## config.mk

```make
export PLATFORM = sky130hd
export DESIGN_NAME = mole_field_ctrl
export DESIGN_NICKNAME = d
export VERILOG_FILES = /design/src/rtl/mole_pkg.sv /design/src/rtl/mole_hole_pick.sv /design/src/rtl/mole_field_ctrl.sv
export SDC_FILE = /design/constraint.sdc
export NUM_CORES = 1
export LEC_CHECK = 0
export ABC_AREA = 1
export BUFFER_PORTS_ARGS = -buffer_cell sky130_fd_sc_hd__buf_4
export CELL_PAD_IN_SITES_DETAIL_PLACEMENT = 0
export CELL_PAD_IN_SITES_GLOBAL_PLACEMENT = 2
export CORE_MARGIN = 2
export CORE_UTILIZATION = 30
export DETAILED_ROUTE_END_ITERATION = 8
export GPL_ROUTABILITY_DRIVEN = 0
export GPL_TIMING_DRIVEN = 0
export MAX_ROUTING_LAYER = met4
export PLACE_DENSITY_LB_ADDON = 0.1
export SLEW_MARGIN = 25
export SYNTH_ARGS = -nofsm -noshare
export SYNTH_HDL_FRONTEND = slang
export SYNTH_HIERARCHICAL = 1
export SYNTH_SLANG_ARGS = --single-unit
```

## constraint.sdc

```tcl
create_clock -name clk -period 2.2 [get_ports clk]
set_input_delay 0.11 -clock clk [delete_from_list [all_inputs] [get_ports clk]]
set_output_delay 0.11 -clock clk [all_outputs]
set_load 0.01 [all_outputs]
```

## src/rtl/mole_pkg.sv

```systemverilog
// Shared definitions for the whack-a-mole field controller: state encoding
// and the hole-selection helpers reused by single- and multi-mole variants.
package mole_pkg;

   typedef enum logic [1:0] {
      IDLE = 2'd0,
      SHOW = 2'd1,
      GAP  = 2'd2
   } state_t;

   // Widest field any variant supports; helpers return this many bits.
   localparam int MAX_HOLES = 16;

   // One-hot vector with bit idx set, limited to the first n holes.
   function automatic logic [MAX_HOLES-1:0] onehot(input int idx, input int n);
      logic [MAX_HOLES-1:0] v;
      v = '0;
      for (int i = 0; i < MAX_HOLES; i++) begin
         if ((i == idx) && (i < n)) begin
            v[i] = 1'b1;
         end
      end
      return v;
   endfunction

   // Reduce the random index onto the field and step past the previous hole
   // (wrapping) so the same hole never lights twice in a row.
   function automatic int next_hole(input int number, input int prev, input int n);
      int cand;
      cand = number % n;
      if (cand == prev) begin
         cand = (cand == n - 1) ? 0 : cand + 1;
      end
      return cand;
   endfunction

endpackage

```

## src/rtl/mole_hole_pick.sv

```systemverilog
// Combinational hole selection: random index plus previous hole in, new hole
// index and its one-hot LED pattern out.
module mole_hole_pick
   import mole_pkg::*;
#(
   parameter int NUM_HOLES = 5,
   parameter int IDX_W     = 3,
   parameter int HOLE_W    = 3
) (
   input  logic [IDX_W-1:0]     i_number,
   input  logic [HOLE_W-1:0]    i_prevHole,
   output logic [HOLE_W-1:0]    o_hole,
   output logic [NUM_HOLES-1:0] o_holeOneHot
);

   // Anti-repeat selection and its LED pattern, both purely combinational.
   always_comb begin
      o_hole       = HOLE_W'(next_hole(int'(i_number), int'(i_prevHole), NUM_HOLES));
      o_holeOneHot = NUM_HOLES'(onehot(int'(o_hole), NUM_HOLES));
   end

endmodule

```

## src/rtl/mole_field_ctrl.sv

```systemverilog
// Whack-a-mole field controller: lights one hole at a time for a programmable
// hold time, judges presses as hit or miss, blanks the field between moles
// and keeps a saturating per-game score. Every output is registered.
module mole_field_ctrl
   import mole_pkg::*;
#(
   parameter int NUM_HOLES  = 5,
   parameter int IDX_W      = 3,
   parameter int TIMER_W    = 8,
   parameter int GAP_CYCLES = 2,
   parameter int SCORE_W    = 8
) (
   input  logic                 clk,
   input  logic                 reset,
   input  logic                 run,
   input  logic [IDX_W-1:0]     number,
   input  logic [TIMER_W-1:0]   hold_time,
   input  logic [NUM_HOLES-1:0] buttons,
   output logic [NUM_HOLES-1:0] displayL,
   output logic                 hit,
   output logic                 miss,
   output logic [SCORE_W-1:0]   score,
   output logic                 busy
);

   localparam int HOLE_W = $clog2(NUM_HOLES);
   localparam int GAP_W  = $clog2(GAP_CYCLES + 1);

   state_t               r_state;
   logic [HOLE_W-1:0]    r_prevHole;
   logic [TIMER_W-1:0]   r_timer;
   logic [GAP_W-1:0]     r_gap;
   logic [NUM_HOLES-1:0] r_display;
   logic                 r_hit;
   logic                 r_miss;
   logic [SCORE_W-1:0]   r_score;
   logic                 r_busy;

   state_t               w_stateNext;
   logic [HOLE_W-1:0]    w_prevHoleNext;
   logic [TIMER_W-1:0]   w_timerNext;
   logic [GAP_W-1:0]     w_gapNext;
   logic [NUM_HOLES-1:0] w_displayNext;
   logic                 w_hitNext;
   logic                 w_missNext;
   logic [SCORE_W-1:0]   w_scoreNext;
   logic                 w_busyNext;

   logic [HOLE_W-1:0]    w_hole;
   logic [NUM_HOLES-1:0] w_holeOneHot;
   logic [TIMER_W-1:0]   w_holdLoad;

   mole_hole_pick #(
      .NUM_HOLES (NUM_HOLES),
      .IDX_W     (IDX_W),
      .HOLE_W    (HOLE_W)
   ) u_holePick (
      .i_number     (number),
      .i_prevHole   (r_prevHole),
      .o_hole       (w_hole),
      .o_holeOneHot (w_holeOneHot)
   );

   // A zero hold time still shows the mole for one cycle.
   assign w_holdLoad = (hold_time == '0) ? TIMER_W'(1) : hold_time;

   // Next-state and next-output decisions; the press check compares against
   // the lit pattern itself, so multi-button presses can never count as hits.
   always_comb begin
      w_stateNext    = r_state;
      w_prevHoleNext = r_prevHole;
      w_timerNext    = r_timer;
      w_gapNext      = r_gap;
      w_displayNext  = r_display;
      w_hitNext      = 1'b0;
      w_missNext     = 1'b0;
      w_scoreNext    = r_score;

      case (r_state)
         IDLE: begin
            w_displayNext = '0;
            if (run) begin
               w_prevHoleNext = w_hole;
               w_displayNext  = w_holeOneHot;
               w_timerNext    = w_holdLoad;
               w_scoreNext    = '0;
               w_stateNext    = SHOW;
            end
         end

         SHOW: begin
            if (!run) begin
               w_displayNext = '0;
               w_stateNext   = IDLE;
            end else if (buttons == r_display) begin
               w_hitNext     = 1'b1;
               if (r_score != '1) begin
                  w_scoreNext = r_score + SCORE_W'(1);
               end
               w_displayNext = '0;
               w_gapNext     = GAP_W'(GAP_CYCLES);
               w_stateNext   = GAP;
            end else if (buttons != '0) begin
               w_missNext    = 1'b1;
               w_displayNext = '0;
               w_gapNext     = GAP_W'(GAP_CYCLES);
               w_stateNext   = GAP;
            end else if (r_timer == TIMER_W'(1)) begin
               w_missNext    = 1'b1;
               w_displayNext = '0;
               w_gapNext     = GAP_W'(GAP_CYCLES);
               w_stateNext   = GAP;
            end else begin
               w_timerNext = r_timer - TIMER_W'(1);
            end
         end

         GAP: begin
            w_displayNext = '0;
            if (!run) begin
               w_stateNext = IDLE;
            end else if (r_gap == GAP_W'(1)) begin
               w_prevHoleNext = w_hole;
               w_displayNext  = w_holeOneHot;
               w_timerNext    = w_holdLoad;
               w_stateNext    = SHOW;
            end else begin
               w_gapNext = r_gap - GAP_W'(1);
            end
         end

         default: begin
            w_displayNext = '0;
            w_stateNext   = IDLE;
         end
      endcase

      w_busyNext = (w_stateNext != IDLE);
   end

   // State and output registers with synchronous reset.
   always_ff @(posedge clk) begin
      if (reset) begin
         r_state    <= IDLE;
         r_prevHole <= HOLE_W'(NUM_HOLES - 1);
         r_timer    <= '0;
         r_gap      <= '0;
         r_display  <= '0;
         r_hit      <= 1'b0;
         r_miss     <= 1'b0;
         r_score    <= '0;
         r_busy     <= 1'b0;
      end else begin
         r_state    <= w_stateNext;
         r_prevHole <= w_prevHoleNext;
         r_timer    <= w_timerNext;
         r_gap      <= w_gapNext;
         r_display  <= w_displayNext;
         r_hit      <= w_hitNext;
         r_miss     <= w_missNext;
         r_score    <= w_scoreNext;
         r_busy     <= w_busyNext;
      end
   end

   assign displayL = r_display;
   assign hit      = r_hit;
   assign miss     = r_miss;
   assign score    = r_score;
   assign busy     = r_busy;

endmodule

```

==> results of run 1 <==
[flip-flops by register name, summed over array words and instances, names as in the netlist]
register	cells
r_timer	8
displayL	5
r_state	2
r_prevHole	3
busy	1
score	8
r_gap	2
miss	1
hit	1
[cell usage after synthesis (2+ instances only)]
cell and n:
xnor2_1 2, nand2_1 93, inv_2 6, o21ai_1 16
inv_1 44, o21ai_0 9, dfxtp_1 31, nand4_1 10
buf_6 2, nand2_4 2, nor2_2 2, nor2_1 61
nor3_1 2, buf_2 2, nand3_1 26, nand2_2 6
buf_4 2, nor2_4 4, a21oi_1 16, clkinv_1 3
ha_1 9, nand3_2 5
[routing by layer]
layer  GRT usage  up-vias  part of all wire
met5           -        -                 0
met4     0.05256        0             0.017
met3     0.02922        8             0.020
met2      0.2450       25              0.45
met1      0.2097      988              0.51
li1            -     1235                 -
[critical path, cell delays in order]
cell	delay, ps
buf_4	130
inv_1	80
ha_1	150
inv_1	40
ha_1	210
inv_2	90
nand2_2	90
nand2_1	110
nand2_2	90
inv_1	100
ha_1	160
inv_1	40
nand2_1	50
nand2_1	40
nand2_1	50
nand3_1	60
nand2_1	120
inv_2	70
nor2_1	110
nand2_1	60
a21oi_1	130
[worst max path at each step]
stage	startpoint	end	cells after the start
floorplan	number[0]	displayL[0]$_SDFFE_PP0P_	19
global placement	number[0]	displayL[0]$_SDFFE_PP0P_	21
detailed placement	number[0]	displayL[3]$_SDFFE_PP0P_	19
CTS	number[0]	displayL[3]$_SDFFE_PP0P_	19
global route	number[0]	displayL[0]$_SDFFE_PP0P_	21
finish	number[0]	displayL[0]$_SDFFE_PP0P_	21
[stage by stage]
stage | cells | cell area (sq um)
2_1_floorplan | 363 | 2240
5_1_grt | 506 | 2728
6_report | 506 | 2728
4_1_cts | 505 | 2718
3_5_place_dp | 496 | 2619
3_3_place_gp | 496 | 2619
[kinds of logic after synthesis]
family,synth area share
AND/OR/NAND/NOR,0.4475
flip-flops,0.2771
AO/OA/AOI/OAI,0.09777
XOR/XNOR,0.01173
adder cells (fa/ha/maj),0.05028
buffers and inverters,0.1156
[cell type report]
cell class                      instances  area (sq um)
Tap cell                               99         123.9
Sequential cell                        31         620.6
Fill cell                             820          4526
Timing Repair Buffer                   36         272.8
Clock buffer                            5         68.82
Inverter                               54         207.7
Multi-Input combinational cell        271          1363
Buffer                                  7         51.30
Clock inverter                          3         20.02
[what timing repair did]
action / in CTS / in global routing
hold buffers: 1 / 0
buffers inserted: 0 / 1
setup endpoints to repair: 0 / 4
hold endpoints to repair: 1 / 0
gates resized for setup: 0 / 1
[cells in the final DEF, fill, tap and decap left out, types with 2 or more instances in the layout]
cell        instances
nor2_4              4
clkinv_1            3
o21ai_1            16
ha_1                9
nor2_1             61
nand3_2             5
nand4_1            10
nand3_1            26
nand2_4             2
nor2_2              2
dfxtp_1            31
buf_2               2
xnor2_1             2
inv_1              44
nor3_1              2
a21oi_1            16
clkbuf_8            5
clkinvlp_4          2
buf_6               2
nand2_1            92
buf_4              37
inv_2               6
nand2_2             7
o21ai_0             9
[where the power goes]
group	internal, mW	switching [mW]	total [mW]	leakage, nW
combinational	0.140	0.240	0.380	0.993
sequential	0.589	0.0231	0.612	0.253
clock	0.220	0.248	0.468	0.0402
total	0.949	0.511	1.46	1.29
==> metrics, run 1 <==
status finished clean; FFs w/ async S/R, synth 0; worst hold path endpoint busy$_SDFF_PP0_; count of final max-slew check failures 0; clk sinks 31; DRC Markers 0; final worst slack 324.8 ps; CTS tree yes; Die Height 90.41 um; worst hold path depth 3; Post-Syn Instances 363; synthesized cell area 2240 sq um; hold_sp run; RSZ-0062 raised after global routing false; Reg2Reg Setup Slack 630 ps; CP startpoint kind primary input; first-iteration detailed-routing DRC count 60; clock-pin slew on the worst setup and hold paths 70 ps; critical path peak fanout 5; setup TNS 0 ps; Distinct cells, synth 32; share of cells above drive strength 1 0.1941; drt pass-1 iters 4; Final Hold Fails 0; GRT Overall Usage 0.1586; critical path capture point type flop; average size of a mapped cell 6.170 sq um; grt ovf 0; Pleak 1.287 nW; Mapped Nets 391; worst-skew pair later-pin latency 290 ps; Ports 35; Data arrival, critical path 2100 ps; root buf cell clkbuf_8; die width 90.41 um; reg2reg start score[1]$_SDFFE_PP0P_; HPWL after detailed placement 4348 um; Synth Flop Type dfxtp_1; Slew @ Worst Pin 551.2 ps; Post-Route WL 5831 um; first-pass GRT wire length 10,300 um; Area growth syn-to-layout 21.79%; Power, Total 1.460 mW; post-layout util 0.3761; Yosys reg bits 31; dpl ws -62.08 ps; Nets 434; fin crit share 0.8524; Post-synth EDFFs 0; Initial Util 0.3088; Min-Delay Path Class in -> reg; maximum clock rate 0.5333 GHz; share of the synthesized area in the top cell type 0.2771; CTS Buf Count 5; Clock Path Buffers 2; final setup fails 0; VDD IR max 0.2053 mV; post-DR vias/cell 4.458; synth top area cells dfxtp_1, nand2_1, nor2_1, inv_1, nand3_1; post-synthesis sequential area ratio 0.2771; Req. time, crit path 2420 ps; H-tree Lvls 2; num rows 31; pwr dens 535.1 nW/um^2; Reg2Reg Depth 9; vias 2,256; CP Class in -> reg; largest net degree at the start of global routing 12; slew margin rel. 0.6325; Final Hold Slack 119.2 ps; initial antenna violation count 0; Clock Skews 7.709 ps; number of port buffers 34; fin crit period 1875 ps; reg2reg end score[0]$_SDFFE_PP0P_; antenna-violating nets left 0; synth warn 6; Die ar. 8173 sq um; core area 7253 sq um; max cap viols 0; vias in the first global route 2,187; WL per Instance 11.52 um; Yosys top cell by area dfxtp_1; n_diodes 0
(Power assumes the default switching activity.)
==> run 2, diff against run 1 <==
RECOVER_POWER = 25   (was unset)
==> run 2 against run 1 <==
Clock-buffer cell count unchanged. First-iteration DRC count up 12%. Maximum frequency about the same. Critical path type unchanged. Critical endpoint unchanged. Largest cell class unchanged.
==> metrics, run 2 (synthesized netlist as in run 1, its figures left out) <==
VDD IR max 0.2050 mV (was 0.2053 mV); number of port buffers 34 (unchanged); largest net degree at the start of global routing 12 (unchanged); non-filler cells, final 506 (unchanged); CTS tree yes (unchanged); Power, Total 1.455 mW (was 1.460 mW); GRT Overall Usage 0.1586 (unchanged); Die ar. 8173 sq um (unchanged); worst-skew pair later-pin latency 290 ps (about the same); CP startpoint kind primary input (unchanged); DRC Markers 0 (unchanged); post-route cell area 2686 sq um (was 2728 sq um); Nets 434 (unchanged); pwr dens 541.6 nW/um^2 (was 535.1 nW/um^2); Final Hold Fails 0 (unchanged); clock-pin slew on the worst setup and hold paths 70 ps (about the same); critical path peak fanout 5 (unchanged); Gate power share 0.259 (was 0.260); status finished clean (unchanged); vias in the first global route 2,187 (unchanged); setup TNS 0 ps (unchanged); root buf cell clkbuf_8 (unchanged); fin crit share 0.8526 (was 0.8524); fin crit period 1876 ps (was 1875 ps); drt pass-1 iters 4 (unchanged); first-pass GRT wire length 10,300 um (unchanged); Slew @ Worst Pin 548.4 ps (was 551.2 ps); Initial Util 0.3088 (unchanged); RSZ-0062 raised after global routing false (unchanged); critical path capture point type flop (unchanged); Min-Delay Path Class in -> reg (unchanged); routed length on met1 3007 um (was 2993 um); maximum clock rate 0.5332 GHz (was 0.5333 GHz); first-iteration detailed-routing DRC count 67 (was 60); commonest non-fill, non-tap cell in the layout nand2_1 (unchanged); dpl ws -62.08 ps (unchanged); HPWL after detailed placement 4348 um (unchanged); WL per Instance 11.50 um (was 11.52 um); Die Height 90.41 um (unchanged); Pleak 1.240 nW (was 1.287 nW); Clock Path Buffers 2 (unchanged); grt ovf 0 (unchanged); final setup fails 0 (unchanged); clk sinks 31 (unchanged); met3 wire length 115 um (was 119 um); Data arrival, critical path 2100 ps (about the same); CP Class in -> reg (unchanged); Area growth syn-to-layout 19.94% (was 21.79%); antenna-violating nets left 0 (unchanged); H-tree Lvls 2 (unchanged); CTS Buf Count 5 (unchanged); sequential share of power 0.420 (was 0.419); commonest non-fill, non-tap cells in the layout nand2_1, nor2_1, inv_1 (unchanged); Post-Route WL 5818 um (was 5831 um); Clock power frac 0.321 (about the same); P_int 945.1 uW (was 948.5 uW); post-DR vias/cell 4.492 (was 4.458); share of cells above drive strength 1 0.1671 (was 0.1941); Final Hold Slack 119.2 ps (about the same); initial antenna violation count 0 (unchanged); num rows 31 (unchanged); final worst slack 324.4 ps (was 324.8 ps); slew margin rel. 0.6344 (was 0.6325); n_diodes 0 (unchanged); vias 2,273 (was 2,256); Top Layer Used met4 (unchanged); count of final max-slew check failures 0 (unchanged); NetSw 510.0 uW (was 511.1 uW); post-layout util 0.3704 (was 0.3761); Ports 35 (unchanged); core area 7253 sq um (unchanged); Placement Cell Area 2619 sq um (unchanged); Clock Skews 7.144 ps (was 7.709 ps); Post-Place Cells 496 (unchanged); switching fraction of total power 0.3505 (was 0.3502); Req. time, crit path 2420 ps (about the same); die width 90.41 um (unchanged); max cap viols 0 (unchanged); Met2 Routed Length 2593 um (was 2617 um)
## run 2: cell count changes in the layout (fill, tap and decap cells not counted), sizes merged
cell    change
buf        -11
clkbuf     +11
## run 2: routing by layer
layer,GRT usage,vias up
met1,0.2097,999
met4,0.05256,0
met5,-,-
met2,0.2450,27
met3,0.02922,8
li1,-,1239
## run 2: layout make-up
class                      instances  area, sq um
fill                             831         4567
multi-input combinational        271         1363
sequential                        31        620.6
timing repair buffer              36        231.5
inverter                          54        207.7
tap                               99        123.9
clock buffer                       5        68.82
buffer                             7        51.30
clock inverter                     3        20.02
## run 2: power groups by stage
stage	logic (mW)	clock network, mW	registers (mW)
global placement	0.381	0	0.625
detailed placement	0.380	0	0.625
CTS	0.383	0.491	0.612
floorplan	0.273	0	0.621
finish	0.376	0.467	0.612
global route	0.438	0.516	0.616
## run 2: path summary, 6_finish.rpt
| check | end | slack [ps] | from | cells past startpoint |
|---|---|---|---|---|
| max reg2reg | score[0]$_SDFFE_PP0P_ | 630 | score[1]$_SDFFE_PP0P_ | 9 |
| min reg2reg | r_gap[1]$_SDFFE_PP0P_ | 470 | r_gap[1]$_SDFFE_PP0P_ | 2 |
| max | displayL[0]$_SDFFE_PP0P_ | 320 | number[0] | 21 |
| min | busy$_SDFF_PP0_ | 120 | run | 3 |
## run 2: critical path: stages
cell and delay [ps]:
buf_4 130, inv_1 80, ha_1 150, inv_1 40
ha_1 210, inv_2 90, nand2_2 90, nand2_1 110
nand2_2 90, inv_1 100, ha_1 160, inv_1 40
nand2_1 50, nand2_1 40, nand2_1 50, nand3_1 60
nand2_1 120, inv_2 70, nor2_1 110, nand2_1 60
a21oi_1 130
## run 2: what timing repair did
action | in CTS | in global routing
gates resized for setup | 0 | 1
setup buffers | 0 | 1
hold endpoints to repair | 1 | 0
setup endpoints to repair | 0 | 4
hold buffers | 1 | 0
==> run 3, diff against run 2 <==
SKIP_CTS_REPAIR_TIMING = 1   (was unset)
SYNTH_HIERARCHICAL = unset   (was 1)
==> run 3 against run 2 <==
Non-clock buffer count shrank 6. Sequential power up 1%. Synthesized cell count shrank 13%. Critical path depth is 2 lower. Clock skew is essentially flat. Global-route usage down 0.96 points. First-iteration DRC count rose by 48%. Routed wire length shrank 9.1%. Clock-buffer cell count grew 1. Maximum frequency shrank 6.4%. Final area is 6.4% lower. Clock power up 27%. Highest routed layer unchanged.
==> metrics, run 3 <==
status finished clean (unchanged); vias 2,019 (was 2,273); sequential share of power 0.387 (was 0.420); VDD IR max 0.2454 mV (was 0.2050 mV); vias in the first global route 1,866 (was 2,187); simple logic cell fraction of the synthesized area 0.4061 (was 0.4475); maximum clock rate 0.4988 GHz (was 0.5332 GHz); Distinct cells, synth 32 (unchanged); post-route cell area 2514 sq um (was 2686 sq um); slew margin rel. 0.6405 (was 0.6344); Final Hold Slack 178.0 ps (was 119.2 ps); CP Cell Sequence buf_4 -> inv_1 -> ha_1 -> inv_1 -> ha_1 -> inv_4 -> nand3_1 -> nand2_1 -> inv_1 -> ha_1 -> inv_1 -> nand3_1 -> nand2_1 -> nand2_1 -> inv_1 -> nand3_2 -> a21oi_2 -> nand2_1 -> a21oi_1 (was buf_4 -> inv_1 -> ha_1 -> inv_1 -> ha_1 -> inv_2 -> nand2_2 -> nand2_1 -> nand2_2 -> inv_1 -> ha_1 -> inv_1 -> nand2_1 -> nand2_1 -> nand2_1 -> nand3_1 -> nand2_1 -> inv_2 -> nor2_1 -> nand2_1 -> a21oi_1); clock-pin slew on the worst setup and hold paths 70 ps (about the same); XOR/XNOR share of the synthesized area 0.03779 (was 0.01173); switching fraction of total power 0.3121 (was 0.3505); core area 6756 sq um (was 7253 sq um); H-tree Lvls 2 (unchanged); Placement Cell Area 2434 sq um (was 2619 sq um); root buf cell clkbuf_8 (unchanged); post-layout util 0.3720 (was 0.3704); worst path buffer plus inverter count 7 (unchanged); dpl ws -107.5 ps (was -62.08 ps); final setup fails 0 (unchanged); synth top area cells dfxtp_1, nand2_1, nor2_1, inv_1, ha_1 (was dfxtp_1, nand2_1, nor2_1, inv_1, nand3_1); Reg2Reg Setup Slack 420 ps (was 630 ps); Post-synth EDFFs 0 (unchanged); top-count cell post-synth nand2_1 (unchanged); CP startpoint kind primary input (unchanged); Mapped Nets 345 (was 391); Min-Delay Path Class in -> reg (unchanged); Synth Flop Type dfxtp_1 (unchanged); first-iteration detailed-routing DRC count 99 (was 67); Initial Util 0.3087 (was 0.3088); CTS Buf Count 5 (unchanged); post-synthesis sequential area ratio 0.2975 (was 0.2771); Data arrival, critical path 2210 ps (was 2100 ps); largest net degree at the start of global routing 11 (was 12); max cap viols 0 (unchanged); antenna-violating nets left 0 (unchanged); fin crit period 2005 ps (was 1876 ps); CP max-delay cell ha_1 (unchanged); Post-Syn Instances 317 (was 363); Final Hold Fails 0 (unchanged); Ports 35 (unchanged); Die Height 87.38 um (was 90.41 um); FFs w/ async S/R, synth 0 (unchanged); Area growth syn-to-layout 20.52% (was 19.94%); Gate power share 0.241 (was 0.259); mux cell area share after synthesis 0 (unchanged); num rows 30 (was 31); worst-skew pair later-pin latency 280 ps (was 290 ps); critical path peak fanout 6 (was 5); n_diodes 0 (unchanged); Crit path max-delay family simple AND/OR/NAND/NOR gates (unchanged); Fill cells 750 (was 831); clk sinks 31 (unchanged); count of final max-slew check failures 0 (unchanged); post-DR vias/cell 4.610 (was 4.492); Post-Place Cells 430 (was 496); grt ovf 0 (unchanged); cell mode on critical path inv_1 (was nand2_1); CP max stage delay 220 ps (was 210 ps); GRT Overall Usage 0.1490 (was 0.1586); NetSw 498.7 uW (was 510.0 uW); P_int 1.099 mW (was 945.1 uW); Clock power frac 0.371 (was 0.321); post-synthesis compound-gate area fraction 0.1188 (was 0.09777); Yosys reg bits 31 (unchanged); RSZ-0062 raised after global routing false (unchanged); Post-Route WL 5291 um (was 5818 um); drt pass-1 iters 4 (unchanged); synthesized cell area 2086 sq um (was 2240 sq um); Clock Skews 6.670 ps (was 7.144 ps); CP Class in -> reg (unchanged); Yosys top cell by area dfxtp_1 (unchanged); share of the synthesized area in the top cell type 0.2975 (was 0.2771); commonest non-fill, non-tap cells in the layout nand2_1, nor2_1, inv_1 (unchanged); Power, Total 1.598 mW (was 1.455 mW); Slew @ Worst Pin 539.3 ps (was 548.4 ps); fin crit share 0.9113 (was 0.8526); DRC Markers 0 (unchanged); first-pass GRT wire length 8735 um (was 10,300 um); Die ar. 7635 sq um (was 8173 sq um); Pleak 1.156 nW (was 1.240 nW); initial antenna violation count 0 (unchanged); non-filler cells, final 438 (was 506); die width 87.38 um (was 90.41 um); synth warn 0 (was 6); average size of a mapped cell 6.580 sq um (was 6.170 sq um); Post-synth top cells nand2_1, nor2_1, inv_1 (unchanged); largest family of logic cells by synthesized area simple AND/OR/NAND/NOR gates (unchanged); HPWL after detailed placement 4072 um (was 4348 um); Clock Path Buffers 2 (unchanged); WL per Instance 12.08 um (was 11.50 um); Req. time, crit path 2410 ps (was 2420 ps); final worst slack 195.2 ps (was 324.4 ps); share of cells above drive strength 1 0.1816 (was 0.1671); CTS tree yes (unchanged); setup TNS 0 ps (unchanged); critical path capture point type flop (unchanged); commonest non-fill, non-tap cell in the layout nand2_1 (unchanged); pwr dens 635.7 nW/um^2 (was 541.6 nW/um^2); number of port buffers 33 (was 34); Nets 385 (was 434); Synth Area in Adders 0.05399 (was 0.05028)
[run 3: power groups by stage]
| stage | Clock (mW) | Sequential (mW) | Combinational [mW] |
|---|---|---|---|
| 2_1_floorplan | 0 | 0.628 | 0.285 |
| 3_3_place_gp | 0 | 0.632 | 0.393 |
| 3_5_place_dp | 0 | 0.632 | 0.391 |
| 4_1_cts | 0.616 | 0.619 | 0.394 |
| 5_1_grt | 0.641 | 0.623 | 0.440 |
| 6_report | 0.594 | 0.619 | 0.386 |
[run 3: cell families (layout without fill, tap and decap cells)]
kind of cell | count (synthesis) | after routing
compound gates | 46 | 46
simple gates | 175 | 175
fa+ha+maj | 9 | 9
buf+inv | 47 | 88
flops | 31 | 31
xor+xnor | 9 | 9
[run 3: per-layer routing]
| metal | vias to the layer above | global-route usage | part of all wire |
|---|---|---|---|
| met3 | 4 | 0.03033 | 0.036 |
| met2 | 30 | 0.2238 | 0.43 |
| li1 | 1099 | - | - |
| met4 | 0 | 0.03776 | 0.0087 |
| met5 | - | - | 0 |
| met1 | 886 | 0.2041 | 0.52 |
[run 3: worst paths after layout]
| path | start | end | depth (start not counted) |
|---|---|---|---|
| worst max-delay path | number[0] | displayL[4]$_SDFFE_PP0P_ | 19 |
| worst min-delay path | hold_time[4] | r_timer[4]$_SDFFE_PP0P_ | 5 |
| worst max register to register | displayL[0]$_SDFFE_PP0P_ | busy$_SDFF_PP0_ | 9 |
| worst min register to register | r_prevHole[0]$_SDFFE_PP0P_ | r_prevHole[0]$_SDFFE_PP0P_ | 2 |
[run 3: cell type report]
class / count / area (sq um) / share of cell area
Clock inverter: 2 / 35.03 / 0.01394
Sequential cell: 31 / 620.6 / 0.2469
Timing Repair Buffer: 33 / 206.4 / 0.08213
Buffer: 4 / 15.01 / 0.005973
Inverter: 43 / 163.9 / 0.06521
Clock buffer: 6 / 82.58 / 0.03285
Multi-Input combinational cell: 239 / 1290 / 0.5132
Tap cell: 80 / 100.1 / 0.03982
[run 3: worst reg2reg max path, cell delays in order (launching register included)]
cell     delay [ps]
dfxtp_1         340
xor2_1          160
nor3_1          150
nand4_1         250
nand3_1         190
nand2_2         150
inv_2           220
nor2_2           60
nor2_1          120
inv_1            40
